### config.mk
export PLATFORM = sky130hd
export DESIGN_NAME = bg_scanline_sequencer
export DESIGN_NICKNAME = d
export VERILOG_FILES = /design/src/rtl/bg_scanline_sequencer.sv
export SDC_FILE = /design/constraint.sdc
export NUM_CORES = 1
export LEC_CHECK = 0
export BUFFER_PORTS_ARGS = -buffer_cell sky130_fd_sc_hd__clkbuf_2
export CORE_ASPECT_RATIO = 0.9
export CORE_MARGIN = 4
export CORE_UTILIZATION = 35
export CTS_CLUSTER_DIAMETER = 50
export DETAILED_ROUTE_END_ITERATION = 12
export GPL_TIMING_DRIVEN = 0
export PLACE_DENSITY_LB_ADDON = 0.3
export SLEW_MARGIN = 20
export SYNTH_ARGS = -nofsm -noshare
export SYNTH_HDL_FRONTEND = slang
export SYNTH_SLANG_ARGS = --single-unit
### constraint.sdc
create_clock -name clock -period 1.55 [get_ports clock]
set_clock_uncertainty 0.15 [all_clocks]
set_input_delay 0 -clock clock [delete_from_list [all_inputs] [get_ports clock]]
set_output_delay 0 -clock clock [all_outputs]
set_load 0.01 [all_outputs]
### src/rtl/bg_scanline_sequencer.sv
// Background pipeline timing master: {col, bgno} slot counter, vcount row counter,
// blanking/status decode and registered display interrupt pulses.
module bg_scanline_sequencer #(
  parameter int unsigned H_TOTAL   = 308,
  parameter int unsigned H_VISIBLE = 240,
  parameter int unsigned V_TOTAL   = 228,
  parameter int unsigned V_VISIBLE = 160,
  parameter int unsigned NUM_SLOTS = 4
) (
  input  logic       clock,
  input  logic       rst_b,
  input  logic [7:0] dispstat_lyc,
  input  logic [2:0] irq_en,
  input  logic       forced_blank,
  output logic [8:0] col,
  output logic [1:0] bgno,
  output logic [7:0] vcount,
  output logic       start_row,
  output logic       new_frame,
  output logic       hblank,
  output logic       vblank,
  output logic       vcount_match,
  output logic       render_active,
  output logic [2:0] dispstat_status,
  output logic       irq_vblank,
  output logic       irq_hblank,
  output logic       irq_vcount
);

  localparam int unsigned COL_W  = 9;
  localparam int unsigned SLOT_W = 2;
  localparam int unsigned LINE_W = 8;

  logic last_slot;
  logic last_line;
  logic vblank_trig;
  logic hblank_trig;
  logic prev_match;

  assign last_slot = (bgno == SLOT_W'(NUM_SLOTS - 1));
  assign last_line = (vcount == LINE_W'(V_TOTAL - 1));

  assign start_row = (col == COL_W'(H_TOTAL - 1)) && last_slot;
  assign new_frame = start_row && last_line;

  // Zero-latency decode from the counter registers and live register inputs
  assign hblank          = (col >= COL_W'(H_VISIBLE));
  assign vblank          = (vcount >= LINE_W'(V_VISIBLE)) && (vcount <= LINE_W'(V_TOTAL - 2));
  assign vcount_match    = (vcount == dispstat_lyc);
  assign render_active   = !hblank && !vblank && !forced_blank;
  assign dispstat_status = {vcount_match, hblank, vblank};

  assign vblank_trig = (col == '0) && (bgno == '0) && (vcount == LINE_W'(V_VISIBLE));
  assign hblank_trig = (col == COL_W'(H_VISIBLE)) && (bgno == '0);

  // Slot/column/line counters; a line wrap overrides the ordinary slot increment
  always_ff @(posedge clock or negedge rst_b) begin
    if (!rst_b) begin
      col    <= '0;
      bgno   <= '0;
      vcount <= '0;
    end else if (start_row) begin
      col    <= '0;
      bgno   <= '0;
      vcount <= last_line ? '0 : vcount + LINE_W'(1);
    end else if (last_slot) begin
      col  <= col + COL_W'(1);
      bgno <= '0;
    end else begin
      bgno <= bgno + SLOT_W'(1);
    end
  end

  // Interrupt pulses land one clock after their trigger; enables sampled on the trigger clock
  always_ff @(posedge clock or negedge rst_b) begin
    if (!rst_b) begin
      prev_match <= 1'b0;
      irq_vblank <= 1'b0;
      irq_hblank <= 1'b0;
      irq_vcount <= 1'b0;
    end else begin
      prev_match <= vcount_match;
      irq_vblank <= irq_en[0] && vblank_trig;
      irq_hblank <= irq_en[1] && hblank_trig;
      irq_vcount <= irq_en[2] && vcount_match && !prev_match;
    end
  end

endmodule

==> reports/results.ini <==
[run_status]
status=finished, violations left
violations=setup timing

[synth]
syn_avg_cell_area_um2=9.62
synth_top_family_by_area=simple AND/OR/NAND/NOR gates
synth_area_leader_cell=dfrtp_1
synth_most_common_cell=dfrtp_1
synth_compound_area_share_pct=6.90
ys_ff_latch=23
synth_common_cells=dfrtp_1, xnor2_1, inv_1, nand3_1, o21ai_0
synth_fa_ha_area_share_pct=5.91
synth_top_area_share_pct=45.3
syn_inst=132
synth-main-ff-cell=dfrtp_1
synth_cell_types=28
synth_area_mm2=0.00127
synth_xor_area_share_pct=10.3
synthTopCellsByArea=dfrtp_1, xnor2_1, ha_1
synth_edf_count=0
async_reset_ff_share_pct=100
seq_area_frac_synth_pct=45.3
muxShareOfSynthArea_pct=1.58
synth-simple-area-share_pct=23.2
yosysWarnings=0
postSynthNetCount=152

[clocking]
clk_pin_slew_worst_paths_ns=0.09
cts_root_buf=clkbuf_8
htreeDepth=1
clock_path_buffers=2
clk_latency_ns=0.26
cts_tree=yes
cts_buffers=3
cts.sinks=23

[finish]
fillers=249
post-route-cell-area_mm2=0.00220
multi_input_area_um2=751
nNetsFinal=247
ff_latch_area_um2=592
fin_util_pct=64.2
drive_above_1_share_pct=61.9
syn_to_final_growth_pct=73.3
antenna_cells=0
final_cells=270

[sta]
finalSetupViolCount=23
worstMarginPinSlew_ns=0.595
min_period_ns=1.75
holdWs_ns=0.0610
fin_ws_ns=-0.200
slew_violations=0
max_clock_freq_mhz=571
slew_headroom_pct=60.3
finalHoldViolations=0
rsz0062_at_grt=true
setup_tns_ns=-2.33
post-route-period-util_pct=113

[placed_design]
dp_hpwl_um=2220
placed_area_mm2=0.00157
place_ws_ns=-0.153
routabilityCongestion=0.802
port_buffers=44
post-place-cells=220

[routing]
final_antenna_net_count=0
wire_per_inst_um=15.9
drt_iter0_drc=134
vias_per_cell=5.06
drc=0
vias=1365
firstDrtPassIters=4
routed_wirelength_um=4300

[critical_path]
r2r_cells=5
critical_path_required_ns=1.59
cp.arrival_ns=1.79
critPathMaxFanout=6
startpoint=col[6]
worst_setup_path_start_kind=flip-flop
cp-end-kind=flip-flop
critPathKind=reg2reg
r2r-start=col[6]

[power]
seq_power_share_pct=56.7
p_switching_mw=0.240
cellLeakagePower_nw=1.07
pwr-share-comb_pct=6.4
switching_share_pct=22.7
cell_internal_pwr_mw=0.816
powerDensity_mw_per_mm2=480
vdd_drop_max_uv=261
power_frac_clock_pct=36.9
power.total_mw=1.06

[floorplanning]
die_w_um=71.5
dieArea_mm2=0.00466
ios=45
rows=20
die_y_um=65.1
start_util_pct=37.0
core_area_mm2=0.00343

[grt]
grt_util_all_layers_pct=17.4
overflow=0
grt_pass1_vias=1359
antenna_found_initial=0
grt_max_degree=24
grt_pass1_wl_um=6460

[flow_run]
maxCapViolations=0

[worst_hold_path]
min_from=dispstat_lyc[5]
whs_path_depth=5
hp-class=in2reg

[power by group through the flow]
stage | clock (mW) | combinational, mW | sequential (mW)
floorplan | 0 | 0.0138 | 0.612
global placement | 0 | 0.0446 | 0.612
detailed placement | 0 | 0.0464 | 0.612
CTS | 0.385 | 0.0657 | 0.599
global route | 0.423 | 0.0751 | 0.600
finish | 0.390 | 0.0675 | 0.599
[cell type report]
type / instances / share of cell area (%)
inverter: 12 / 2.62
timing repair buffer: 92 / 30.2
multi-input combinational: 91 / 34.1
tap: 44 / 2.50
clock inverter: 1 / 0.227
clock buffer: 3 / 1.88
buffer: 4 / 1.53
sequential: 23 / 26.9
[kinds of logic (layout without fill, tap and decap cells)]
kind of cell,after synthesis,count (layout)
xor+xnor,15,15
mux,2,2
simple gates,51,51
buf+inv,18,112
compound gates,17,17
flops,23,23
fa+ha+maj,6,6
[path summary, 6_finish.rpt]
| path | end | slack (ns) |
|---|---|---|
| worst max register to register | vcount[6] | -0.20 |
| worst max-delay path | vcount[6] | -0.20 |
| worst min register to register | irq_vcount | 0.29 |
| max in group asynchronous | vcount[6] | 0.71 |
| worst min-delay path | irq_vcount | 0.06 |
| min in group asynchronous | col[6] | 0.12 |
[metal layers]
metal	up-vias	global-route usage [%]	share of wire (%)	wire, um
li1	645	-	-	-
met1	640	20.0	41	1760
met2	67	30.6	52	2230
met3	13	4.13	5.3	229
met4	0	7.51	1.8	76
met5	-	0	0	0
[placed cells by master, fill, tap and decap left out, types with 2 or more instances in the layout]
| cell | instances |
|---|---|
| inv_1 | 10 |
| o21ai_2 | 4 |
| nor2_2 | 3 |
| buf_6 | 11 |
| a21oi_2 | 3 |
| nand4_1 | 8 |
| nand2_2 | 4 |
| xnor2_1 | 11 |
| dfrtp_1 | 10 |
| xnor2_2 | 3 |
| buf_4 | 36 |
| nor3_2 | 2 |
| nand3_1 | 10 |
| nor3_1 | 2 |
| buf_8 | 2 |
| clkbuf_2 | 35 |
| and3_1 | 3 |
| clkbuf_8 | 3 |
| mux2i_1 | 2 |
| ha_1 | 4 |
| nor2_1 | 2 |
| a21oi_1 | 3 |
| o21ai_1 | 5 |
| nand2_1 | 2 |
| dlygate4sd3_1 | 8 |
| nor2_4 | 2 |
| dfrtp_2 | 13 |
| buf_2 | 4 |
[registers in the layout, indices dropped and copies added, names as in the netlist]
signal and cells:
col 9, vcount 8, bgno 2, irq_hblank 1, irq_vblank 1, irq_vcount 1, prev_match 1
[worst max-delay path: stages (launching register included)]
cell	delay, ns
dfrtp_2	0.45
nor4_4	0.32
nand4_2	0.17
buf_6	0.18
or3_1	0.30
o21ai_1	0.09
[repair_timing]
| item | 4_1_cts | 5_1_grt |
|---|---|---|
| gates resized for setup | 40 | 33 |
| hold endpoints to repair | 26 | 0 |
| cloned | 0 | 0 |
| setup endpoints to repair | 19 | 26 |
| hold buffers | 8 | 0 |
| buffers inserted | 25 | 15 |
| pin swaps | 13 | 16 |
Note: power is estimated with default switching activity, not from simulation.
